File: src/rtl/fft_frame_scheduler.sv
// fft_frame_scheduler: frames NSamples audio samples into one FFT input burst,
// waits for the FFT output frame, and reports the peak-magnitude bin in the
// lower half of the spectrum (from MIN_BIN up) as the detected pitch.
// Everything runs in the fft_clk domain; samples arrive already synchronised.
module fft_frame_scheduler #(
  parameter int NSamples = 1024,
  parameter int W        = 16,
  parameter int MAG_W    = 32,
  parameter int MIN_BIN  = 2,
  parameter int TIMEOUT  = 8192
) (
  input  logic                        fft_clk,
  input  logic                        reset,
  input  logic                        enable,
  input  logic [W-1:0]                sample_data,
  input  logic                        sample_valid,
  output logic                        sample_ready,
  output logic [W-1:0]                fft_in_data,
  output logic                        fft_in_valid,
  output logic                        fft_in_sop,
  output logic                        fft_in_eop,
  input  logic                        fft_in_ready,
  input  logic [MAG_W-1:0]            fft_out_mag,
  input  logic                        fft_out_valid,
  input  logic                        fft_out_sop,
  input  logic                        fft_out_eop,
  output logic [$clog2(NSamples)-1:0] pitch_output_data,
  output logic                        pitch_output_valid,
  output logic                        sync_error
);

  localparam int AW = $clog2(NSamples);
  localparam int TW = $clog2(TIMEOUT + 1);
  localparam logic [AW-1:0] LAST_BIN   = AW'(NSamples - 1);
  localparam logic [AW-1:0] HALF_BIN   = AW'(NSamples / 2);
  localparam logic [AW-1:0] MIN_BIN_C  = AW'(MIN_BIN);
  localparam logic [TW-1:0] TIMER_LAST = TW'(TIMEOUT - 1);

  typedef enum logic [2:0] {
    IDLE,
    LOAD,
    WAIT_OUT,
    SCAN,
    REPORT
  } state_t;

  state_t state, state_next;

  logic [AW-1:0]    in_cnt;
  logic [AW-1:0]    bin_cnt;
  logic [AW-1:0]    peak_bin;
  logic [MAG_W-1:0] peak_mag;
  logic [TW-1:0]    timer;

  logic             in_xfer;
  logic             scan_beat;
  logic             err_set;
  logic [AW-1:0]    beat_bin;
  logic [AW-1:0]    base_bin;
  logic [MAG_W-1:0] base_mag;
  logic             peak_hit;
  logic [AW-1:0]    new_bin;
  logic [MAG_W-1:0] new_mag;

  // State register; reset returns the scheduler to IDLE at any time
  always_ff @(posedge fft_clk or negedge reset) begin
    if (!reset) begin
      state <= IDLE;
    end else begin
      state <= state_next;
    end
  end

  // Next-state decode plus the combinational LOAD pass-through and strobes
  always_comb begin
    state_next         = state;
    sample_ready       = 1'b0;
    fft_in_data        = '0;
    fft_in_valid       = 1'b0;
    fft_in_sop         = 1'b0;
    fft_in_eop         = 1'b0;
    in_xfer            = 1'b0;
    scan_beat          = 1'b0;
    err_set            = 1'b0;
    pitch_output_valid = 1'b0;
    case (state)
      IDLE: begin
        if (enable) state_next = LOAD;
      end
      LOAD: begin
        fft_in_data  = sample_data;
        fft_in_valid = sample_valid;
        sample_ready = fft_in_ready;
        fft_in_sop   = sample_valid && (in_cnt == '0);
        fft_in_eop   = sample_valid && (in_cnt == LAST_BIN);
        in_xfer      = sample_valid && fft_in_ready;
        if (in_xfer && (in_cnt == LAST_BIN)) state_next = WAIT_OUT;
      end
      WAIT_OUT: begin
        if (fft_out_valid && fft_out_sop) begin
          scan_beat  = 1'b1;
          state_next = SCAN;
        end else if (timer == TIMER_LAST) begin
          err_set    = 1'b1;
          state_next = IDLE;
        end
      end
      SCAN: begin
        if (fft_out_valid) begin
          scan_beat = 1'b1;
          if (fft_out_sop) begin
            err_set = 1'b1;
          end else if (fft_out_eop) begin
            if (bin_cnt == LAST_BIN) begin
              state_next = REPORT;
            end else begin
              err_set    = 1'b1;
              state_next = IDLE;
            end
          end
        end
      end
      REPORT: begin
        pitch_output_valid = 1'b1;
        state_next         = IDLE;
      end
      default: state_next = IDLE;
    endcase
  end

  // Peak candidate for the current beat; a sop beat restarts from bin 0 with a cleared peak
  always_comb begin
    beat_bin = fft_out_sop ? '0 : bin_cnt;
    base_bin = fft_out_sop ? '0 : peak_bin;
    base_mag = fft_out_sop ? '0 : peak_mag;
    peak_hit = (beat_bin >= MIN_BIN_C) && (beat_bin < HALF_BIN) && (fft_out_mag > base_mag);
    new_bin  = peak_hit ? beat_bin : base_bin;
    new_mag  = peak_hit ? fft_out_mag : base_mag;
  end

  // Frame counters, peak tracker, reported pitch and the sticky error flag
  always_ff @(posedge fft_clk or negedge reset) begin
    if (!reset) begin
      in_cnt            <= '0;
      bin_cnt           <= '0;
      peak_bin          <= '0;
      peak_mag          <= '0;
      timer             <= '0;
      pitch_output_data <= '0;
      sync_error        <= 1'b0;
    end else begin
      if (in_xfer) in_cnt <= in_cnt + AW'(1);
      if (state == WAIT_OUT) timer <= timer + TW'(1);
      else                   timer <= '0;
      if (scan_beat) begin
        bin_cnt  <= beat_bin + AW'(1);
        peak_bin <= new_bin;
        peak_mag <= new_mag;
      end
      if (state_next == REPORT) pitch_output_data <= new_bin;
      if (err_set) sync_error <= 1'b1;
    end
  end

endmodule

File: config.mk
export PLATFORM = sky130hd
export DESIGN_NAME = fft_frame_scheduler
export DESIGN_NICKNAME = d
export VERILOG_FILES = /design/src/rtl/fft_frame_scheduler.sv
export SDC_FILE = /design/constraint.sdc
export NUM_CORES = 1
export LEC_CHECK = 0
export BUFFER_PORTS_ARGS = -buffer_cell sky130_fd_sc_hd__buf_2
export CAP_MARGIN = 20
export CORE_UTILIZATION = 56
export CTS_CLUSTER_SIZE = 12
export DETAILED_ROUTE_END_ITERATION = 12
export GPL_TIMING_DRIVEN = 0
export HOLD_SLACK_MARGIN = 0.03
export PLACE_DENSITY = 0.89
export SLEW_MARGIN = 20
export SYNTH_ARGS = -nofsm -noshare
export SYNTH_HDL_FRONTEND = slang
export SYNTH_SLANG_ARGS = --single-unit
File: constraint.sdc
create_clock -name fft_clk -period 3 [get_ports fft_clk]
set_clock_uncertainty 0.15 [all_clocks]
set_input_delay 0.15 -clock fft_clk [delete_from_list [all_inputs] [get_ports fft_clk]]
set_output_delay 0.15 -clock fft_clk [all_outputs]
set_load 0.005 [all_outputs]
Word level (Yosys, flattened, before mapping)
Index checks and enable logic that the tools add are counted.

Reductions and logical operators: 9. Equal/unequal tests: 8. Muxes and demuxes: 32. Order comparisons: 3. $add $sub $neg: 3.

Operators with widths (number): $mux W32 (2); $gt A32 B32 Y1 (1); $mux W10 (3); $mux W3 (8); $add A10 B1 Y10 const B (2); $eq A10 B10 Y1 const B (2); $mux W16 (1); $add A14 B1 Y14 const B (1); $eq A14 B13 Y1 const B (1); $mux W1 (14); $mux W14 (1); $pmux W3 S4 (1); $ge A10 B2 Y1 const B (1); $logic_not A10 Y1 (1); $lt A10 B10 Y1 const B (1); $logic_and A1 B1 Y1 (7); $eq A3 B2 Y1 const B (2); $eq A3 B3 Y1 const B (2); $pmux W1 S2 (2); $eq A3 B1 Y1 const B (1); $logic_not A3 Y1 (1).

Register bits: 90. Output and inout port bits: 32. Input port bits: 56. Word-level logic and storage cells: 63.

Depth between registers and ports, before layout
Gate-level depths: netlist of the first run.

Depth in word-level cells: 7. Mapped depth: 14. Depth with buffers taken out: 10.

Least setup slack after synthesis of the first run
Ideal clock, no wire load.

Path type: input to register. From: in fft_out_sop. To: reg peak_bin[3]. Data required time: 2.715 ns. Arrival time: 2.880 ns. Setup time: 0.135 ns. Stages: 13. Path buffers: 3. Slack: -0.165 ns. Cells stage by stage: clkbuf_1 clkinv_1 clkbuf_1 nand2_1 ha_1 nor2b_1 o211ai_1 a2111oi_0 or4b_2 a31o_2 buf_2 a32oi_1 o21ai_0.

Cells in the longest elaborated chain, start to end: 5. Elaborated cells on any way between the ends: 12. Those cells by class: order compare: 3; mux: 6; reduce/logical: 3.

RTL lines: from (decl) (RTL line 25) `input logic fft_out_sop,`; branches (longest 5 deep; another with $gt A32 B32 Y1); to (signal assigned) (RTL line 157) `peak_bin <= new_bin;`; to (decl) (RTL line 51) `logic [AW-1:0] peak_bin;`.

Parallel ways; which one is timed is not known. A chain may end at the register's enable or synchronous reset.

Worst setup path in the final report of the first run
From: in fft_out_mag[1]. To: reg peak_bin[3].

Cells in the longest elaborated chain, start to end: 3.

RTL lines: from (decl) (RTL line 23) `input logic [MAG_W-1:0] fft_out_mag,`; $gt A32 B32 Y1 (RTL line 136) `peak_hit = (beat_bin >= MIN_BIN_C) && (beat_bin < HALF_BIN) && (fft_out_mag > base_mag);`; $logic_and A1 B1 Y1 (RTL line 136); $mux W10 (RTL line 137) `new_bin = peak_hit ? beat_bin : base_bin;`.

No other way between the ends.

==> metrics, run 1 <==
outcome=finished clean; initial core utilization=58.44%; critical path fanouts, max=10; Avg Cell Area, Syn=between 9 and 10 um^2; # fillers=583; Pwr per Cell Area=around 600 nW/um^2; Placement Setup Slack=-700.3 ps; WL final=12,120 um; most used cell along the critical path=buf_2; I/O Buffers=87; PnR worst setup slack=127.7 ps; die area=9036 um^2; diode count=0; Max Cap Viol=0; initial antenna violation count=0; TritonCTS Buffers=9; register area share after synthesis=between 40% and 50%; drt first pass iters=5; Cell Area, Synth=4850 um^2; Post-Syn Nets=about 590; IO Count=88; Worst Tran Pin Value=699.9 ps; Final min period=2872 ps; die height=around 95 um; Leak=2.812 nW; post-layout util=72.76%; post-synthesis register bit count=90; vias in the first global route=4,352; Core Footprint=a little over 8000 um^2; clk buf depth=2; Yosys warnings=0; Max VDD drop=between 0.3 and 0.4 mV; CTS clk-pin slew, worst paths=90 ps; slowest CP cell=or4b_4; first-pass GRT wire length=19,890 um; required time of the critical path=3090 ps; total power=3.543 mW; GRT overflow=0; EDFF count, synth=0; top cells by area, synth=dfrtp_1 46%, ha_1 9.5%, nand2_1 6.7%; Nets=725; via count=between 4k and 5k; post-route DRC violation count=0; Synth Area in Compound Gates=16.92%; Simple-Gate Fraction of Synth Area=19.84%; Clock Sinks=90; area share of fa/ha/maj cells after synthesis=9.546%; Final period util=95.74%; TritonCTS clock tree=yes; XOR/XNOR Fraction of Synth Area=3.431%; hold slack=roughly 35 ps; largest family of logic cells by synthesized area=simple AND/OR/NAND/NOR gates; DP HPWL=about 8300 um; H-tree Lvls=3; gr usage total=28.59%; Final Wtd Congestion=0.8677; commonest cells after routing, fill and taps aside=90 x dfrtp_1, 89 x buf_2, 86 x nand2_1; fmax=348.2 MHz; HP Class=in2reg; routed vias/inst=between 5 and 6; layout cells sized above 1=about a fifth; mux cell area share after synthesis=0.2322%; Detail Route Antenna Nets=0; unrepaired setup endpoints after global routing=false; crit-path max cell delay=540 ps; Slew HR=53.24%; FFs w/ async S/R, synth=between 90% and 100%; commonest non-fill, non-tap cell in the layout=dfrtp_1; DRT iter0 DRCs=234; num rows=33; CP Cell Sequence=dlygate4sd3_1 > buf_2 > ha_1 > nor2b_1 > o211ai_1 > a2111oi_0 > or4b_4 > a31o_2 > buf_2 > a32oi_1 > o21ai_0; Worst-Skew Late Latency=370 ps; largest net degree at the start of global routing=55; Crit path arrival time=approximately 3000 ps; dominant synthesized flop cell=dfrtp_1; setup violators final=0; area share of the largest cell type after synthesis=46.44%; Post-Synthesis Cells=about 500; chip width=about 95 um; wire per inst=16.36 um; CP startpoint kind=primary input; Crit. End Element=flip-flop; Slew Viols, Final=0; Netlist cell types=46; area leader, netlist=dfrtp_1; Final Hold Viols=0; CTS Root Cell=clkbuf_8; crit path kind=in2reg; Area growth, synth to finish=24.51%
## synth_stat cells, drive strengths merged (6+ instances only)
| library cell | n |
|---|---|
| ha | 37 |
| and2 | 20 |
| a21oi | 25 |
| nand3 | 18 |
| nand2 | 86 |
| xnor2 | 10 |
| a22o | 34 |
| buf | 9 |
| a32oi | 8 |
| nor3 | 6 |
| nand4 | 12 |
| dfrtp | 90 |
| o21ai | 28 |
| clkbuf | 14 |
| nor2 | 25 |
| xor2 | 9 |
| inv | 11 |
## sequential cells by signal, indices dropped and copies added, names as in the netlist
signal             cells
bin_cnt               10
peak_mag              32
timer                 14
pitch_output_data     10
peak_bin              10
in_cnt                10
state                  3
sync_error             1
## layout make-up
cell class                 instances  area [um^2]  share of cell area (%)
sequential                        90         2252                   37.30
inverter                          12        46.29                  0.7667
clock inverter                     4        73.82                   1.223
multi-input combinational        373         2434                   40.30
buffer                            22        131.4                   2.176
timing repair buffer             124        818.3                   13.55
tap                              105        131.4                   2.176
clock buffer                      11        151.4                   2.507
## logic make-up (layout without fill, tap and decap cells)
group / count (synthesis) / count (layout)
buffers and inverters: 35 / 173
XOR/XNOR: 19 / 19
multiplexers: 1 / 1
flip-flops: 90 / 90
AO/OA/AOI/OAI: 116 / 116
AND/OR/NAND/NOR: 200 / 200
adder cells (fa/ha/maj): 37 / 37
## through the flow
stage | TNS, ps | instances | cell area, um^2
after detailed placement | -28710 | 691 | 5443
after floorplan | 0 | 498 | 4853
final | 0 | 741 | 6038
after CTS | 0 | 741 | 6031
after global routing | 0 | 741 | 6038
after global placement | -23870 | 690 | 5420
## power breakdown
group / leakage (nW) / internal [mW] / switching, mW
logic: 1.51 / 0.468 / 0.433
clock network: 0.116 / 0.512 / 0.436
registers: 1.19 / 1.49 / 0.203
## metal layers
metal	share of wire, %	GRT usage (%)	routed length, um
met4	2.0	10.48	241
met1	41	35.59	4979
met3	6.0	4.067	722
met2	51	50.42	6180
met5	0	0	0
## repair_timing
item	in CTS	in global routing
hold endpoints to repair	88	0
pin swaps	0	0
buffers inserted	1	0
endpoints found under the setup margin	42	25
hold buffers	35	0
gates resized for setup	4	4
## final timing paths
check	startpoint	end	slack [ps]	depth (start not counted)
max	fft_out_mag[1]	peak_bin[3]	130	11
min	enable	state[0]	40	4
max reg2reg	peak_mag[1]	peak_bin[3]	170	10
min reg2reg	sync_error	sync_error	310	1
max in group asynchronous	reset	peak_bin[6]	1850	3
min in group asynchronous	reset	in_cnt[2]	210	2
## worst max-delay path: cells and delay by family
family          cells  cell delay [ps]
compound gates      5              960
fa+ha+maj           1              300
simple gates        2              680
buf+inv             3              870
Note: power is estimated with default switching activity, not from simulation.
==> run 2: changes to the inputs <==
--- a/config.mk
+++ b/config.mk
@@ -7,12 +7,13 @@
 export LEC_CHECK = 0
 export BUFFER_PORTS_ARGS = -buffer_cell sky130_fd_sc_hd__buf_2
 export CAP_MARGIN = 20
-export CORE_UTILIZATION = 56
+export CORE_UTILIZATION = 58
+export CTS_BUF_LIST = sky130_fd_sc_hd__clkbuf_4 sky130_fd_sc_hd__clkbuf_8
 export CTS_CLUSTER_SIZE = 12
 export DETAILED_ROUTE_END_ITERATION = 12
 export GPL_TIMING_DRIVEN = 0
 export HOLD_SLACK_MARGIN = 0.03
-export PLACE_DENSITY = 0.89
+export PLACE_DENSITY = 0.92
 export SLEW_MARGIN = 20
 export SYNTH_ARGS = -nofsm -noshare
 export SYNTH_HDL_FRONTEND = slang
==> run 2 against run 1 <==
Compared with the run above: sequential cell count is the same; via count rose by 2.9%; worst setup slack got worse by 33 ps; highest routed layer unchanged.
==> metrics, run 2 (synthesized netlist as in run 1, its figures left out) <==
outcome=finished clean; crit-path max cell delay=570 ps; Detail Route Antenna Nets=0; routed vias/inst=6.156; critical path fanouts, max=10; die area=8731 um^2; diode count=0; Final Hold Viols=0; layout cells sized above 1=20.13%; TritonCTS Buffers=9; Worst-Skew Late Latency=370 ps; chip width=93.44 um; TritonCTS clock tree=yes; max FFs per register=32; wire per inst=about 17 um; drt first pass iters=5; post-route DRC violation count=0; Core Footprint=7888 um^2; Crit. End Element=flip-flop; largest net degree at the start of global routing=between 50 and 60; Worst Tran Pin Value=~790 ps; Leak=2.786 nW; Final period util=between 90% and 100%; via count=4,543; slowest CP cell=or4b_4; Crit path arrival time=2980 ps; CP startpoint kind=flip-flop; sum of negative setup slack=0 ps; commonest non-fill, non-tap cell in the layout=dfrtp_1; PnR worst setup slack=94.61 ps; gr usage total=30.48%; Max VDD drop=0.3824 mV; IO Count=88; unrepaired setup endpoints after global routing=false; Placement Setup Slack=-694.7 ps; vias in the first global route=4,459; Slew Viols, Final=0; num rows=32; H-tree Lvls=3; clk buf depth=2; I/O Buffers=87; commonest cells after routing, fill and taps aside=90 x dfrtp_1, 89 x buf_2, 86 x nand2_1; Reg with most FFs=peak_mag; CTS clk-pin slew, worst paths=90 ps; initial antenna violation count=0; CP top delay family=compound AO/OA/AOI/OAI gates; Final min period=2905 ps; Crit path buffers/inverters=1; Final Wtd Congestion=approximately 0.92; Max Cap Viol=0; fmax=between 300 and 400 MHz; placed cell count=688; CTS Root Cell=clkbuf_8; HP Class=in2reg; crit path kind=reg2reg; Nets=724; GRT overflow=0; initial core utilization=approximately 61%; Area growth, synth to finish=23.61%; WL final=12,470 um; fin cells=738; die height=93.44 um; CP Cell Sequence=nand2_1 > ha_1 > a21o_1 > nand3_1 > a211oi_1 > or4b_4 > a31o_4 > buf_2 > a32oi_1 > o21ai_0; Slew HR=47.44%; DP HPWL=8137 um; setup violators final=0; first-pass GRT wire length=20,480 um; Pwr per Cell Area=562.8 nW/um^2; required time of the critical path=3070 ps; Clock Sinks=90; top flop regs=peak_mag x32, timer x14; DRT iter0 DRCs=351
[run 2: changes by cell type in the layout (fill, tap and decap cells not counted), sizes merged]
| cell | change |
|---|---|
| clkinv | +2 |
| dlygate4sd3 | -1 |
| bufinv | -2 |
| clkinvlp | +2 |
| clkbuf | -1 |
[run 2: path summary, 6_finish.rpt]
kind	start	endpoint	slack (ps)	depth (start not counted)
worst max-delay path	peak_mag[5]	peak_bin[3]	90	10
worst min-delay path	sample_valid	in_cnt[2]	40	3
worst max register to register	peak_mag[5]	peak_bin[3]	90	10
worst min register to register	pitch_output_data[0]	pitch_output_data[0]	330	2
max in group asynchronous	reset	peak_mag[0]	1920	3
min in group asynchronous	reset	peak_mag[10]	150	2
[run 2: worst min-delay path: cells and delay by family]
kind	cells	cell delay, ps
simple gates	1	170
buf+inv	1	110
xor+xnor	1	100
[run 2: metal layers]
metal	routed length [um]	up-vias	share of wire, %	global-route usage (%)
met3	823	56	6.6	5.935
met5	0	-	0	0
li1	-	2058	-	-
met2	6204	231	50	53.37
met1	5011	2198	40	36.44
met4	429	0	3.4	13.21
[run 2: metrics by stage]
step	hold WS (ps)	total power, mW	utilization (%)	instance area [um^2]
after global routing	59.55	3.542	76.00	5995
after detailed placement	19.32	2.521	69.05	5446
after CTS	31.87	3.308	75.63	5966
final	43.16	3.374	76.00	5995
after floorplan	-295.6	2.237	-	4853
after global placement	241.3	2.444	68.67	5416
[run 2: area by class of cell]
type	count	area, um^2
multi-input combinational	373	2442
sequential	90	2252
fill	521	1893
timing repair buffer	123	815.8
buffer	22	136.4
clock buffer	10	131.4
tap	102	127.6
inverter	12	46.29
clock inverter	6	42.54
[run 2: timing repair]
action                     CTS  global route
hold endpoints to repair    72             0
pin swaps                    0             1
hold buffers                34             0
setup endpoints to repair   42            41
setup buffers                0             1
gates resized for setup      6             4
[run 2: power breakdown]
part	switching, mW	internal, mW
registers	0.214	1.49
clock network	0.450	0.312
logic	0.438	0.469
==> run 3: changes to the inputs <==
--- a/config.mk
+++ b/config.mk
@@ -7,8 +7,9 @@
 export LEC_CHECK = 0
 export BUFFER_PORTS_ARGS = -buffer_cell sky130_fd_sc_hd__buf_2
 export CAP_MARGIN = 20
+export CORE_MARGIN = 3
 export CORE_UTILIZATION = 58
-export CTS_BUF_LIST = sky130_fd_sc_hd__clkbuf_4 sky130_fd_sc_hd__clkbuf_8
+export CTS_BUF_LIST = sky130_fd_sc_hd__clkbuf_8
 export CTS_CLUSTER_SIZE = 12
 export DETAILED_ROUTE_END_ITERATION = 12
 export GPL_TIMING_DRIVEN = 0
==> run 3 against run 2 <==
Compared with the run above: worst hold slack worse by 5.7 ps; cell count unchanged; clock-buffer cell count unchanged; sequential cell count unchanged; total power up 2.0%; worst setup slack better by 8.1 ps.
==> metrics, run 3 (synthesized netlist as in run 1, its figures left out) <==
Sequential Area=~2300 um^2; Reg with most FFs=peak_mag; Slew Viols, Final=0; R2R Setup Slk=170 ps; Leak=2.805 nW; Final Wtd Congestion=between 0.9 and 1; TritonCTS clock tree=yes; die area=about 9500 um^2; fmax=345.1 MHz; Slew HR=51.32%; HP Class=in2reg; post-route DRC violation count=0; hold slack=~37 ps; highest metal used=met4; Worst Tran Pin Value=728.7 ps; num rows=32; met3 WL=912 um; diode count=0; first-pass GRT wire length=20,910 um; Nets=between 700 and 800; Area growth, synth to finish=24.28%; initial antenna violation count=0; CTS Root Cell=clkbuf_8; Crit path buffers/inverters=5; drt first pass iters=5; fin cells=738; # fillers=516; via count=roughly 4.5k; outcome=finished clean; TritonCTS Buffers=9; max FFs per register=32; Crit path arrival time=2990 ps; largest net degree at the start of global routing=53; Worst-Skew Late Latency=360 ps; slowest CP cell=dlygate4sd3_1; Met1 Wirelength=4959 um; multi-input logic area=2449 um^2; crit-path max cell delay=around 550 ps; GRT overflow=0; WL final=12,230 um; clk buf depth=2; required time of the critical path=3090 ps; Max VDD drop=0.3576 mV; CP top delay family=buffers and inverters; CP startpoint kind=primary input; post-layout instance area=6027 um^2; Detail Route Antenna Nets=0; layout cells sized above 1=between 20% and 30%; gr usage total=26.46%; total power=around 3.4 mW; commonest cells after routing, fill and taps aside=90 x buf_2, 90 x dfrtp_1, 86 x nand2_1; setup violators final=0; sum of negative setup slack=0 ps; Final Hold Viols=0; routed vias/inst=6.043; critical path fanouts, max=10; IO Count=88; Max Cap Viol=0; Core Footprint=7928 um^2; I/O Buffers=87; die height=97.44 um; chip width=between 90 and 100 um; area post-placement=5446 um^2; crit path kind=in2reg; most used cell along the critical path=buf_6; placed cell count=688; CTS clk-pin slew, worst paths=about 90 ps; Final min period=2897 ps; DP HPWL=approximately 8400 um; vias in the first global route=4,543; Final period util=96.58%; H-tree Lvls=3; top flop regs=peak_mag x32, timer x14; CP Cell Sequence=dlygate4sd3_1 > buf_2 > ha_1 > nand4_1 > nor4_2 > or3b_1 > inv_2 > a21oi_4 > a21o_1 > buf_6 > buf_6 > a22o_1; routed length on met2=roughly 6200 um; DRT iter0 DRCs=approximately 360; wire per inst=about 17 um; initial core utilization=61.17%; Crit. End Element=flip-flop; Clock Sinks=90; Pwr per Cell Area=about 570 nW/um^2
run 3: worst paths after layout:
kind,from,to,cells after the start
max,fft_out_mag[30],peak_mag[1],12
min,sample_valid,in_cnt[2],3
max reg2reg,peak_mag[30],peak_mag[1],11
min reg2reg,sync_error,sync_error,1
max in group asynchronous,reset,peak_mag[31],3
min in group asynchronous,reset,in_cnt[3],2
run 3: worst min-delay path, stage by stage:
cell and delay, ps:
buf_2 110, nand3_1 160, xnor2_1 90
run 3: power breakdown:
part	total (mW)	switching (mW)	internal, mW
clock	0.851	0.440	0.411
sequential	1.70	0.206	1.49
combinational	0.894	0.428	0.466
run 3: layout make-up:
type	instances	share of cell area (%)
Multi-Input combinational cell	373	40.63
Sequential cell	90	37.37
Timing Repair Buffer	123	13.49
Clock buffer	10	2.284
Buffer	22	2.221
Tap cell	102	2.117
Clock inverter	6	1.100
Inverter	12	0.7889
run 3: per-stage QoR:
stage / utilization, % / setup WS, ps
2_1_floorplan: - / 4.282
3_3_place_gp: 68.32 / -510.2
3_5_place_dp: 68.70 / -590.5
4_1_cts: 75.58 / 27.31
5_1_grt: 76.03 / -35.97
6_report: 76.03 / 102.7
run 3: repair_timing:
action / in CTS / in global routing
pin swaps: 0 / 1
buffers inserted: 0 / 1
endpoints found under the hold margin: 72 / 0
gates resized for setup: 4 / 7
hold buffers: 34 / 0
endpoints found under the setup margin: 41 / 38
run 3: per-layer routing:
layer	vias to the layer above	global-route usage, %
met3	23	5.456
met5	-	0
met1	2179	33.03
li1	2059	-
met4	0	8.733
met2	199	45.86
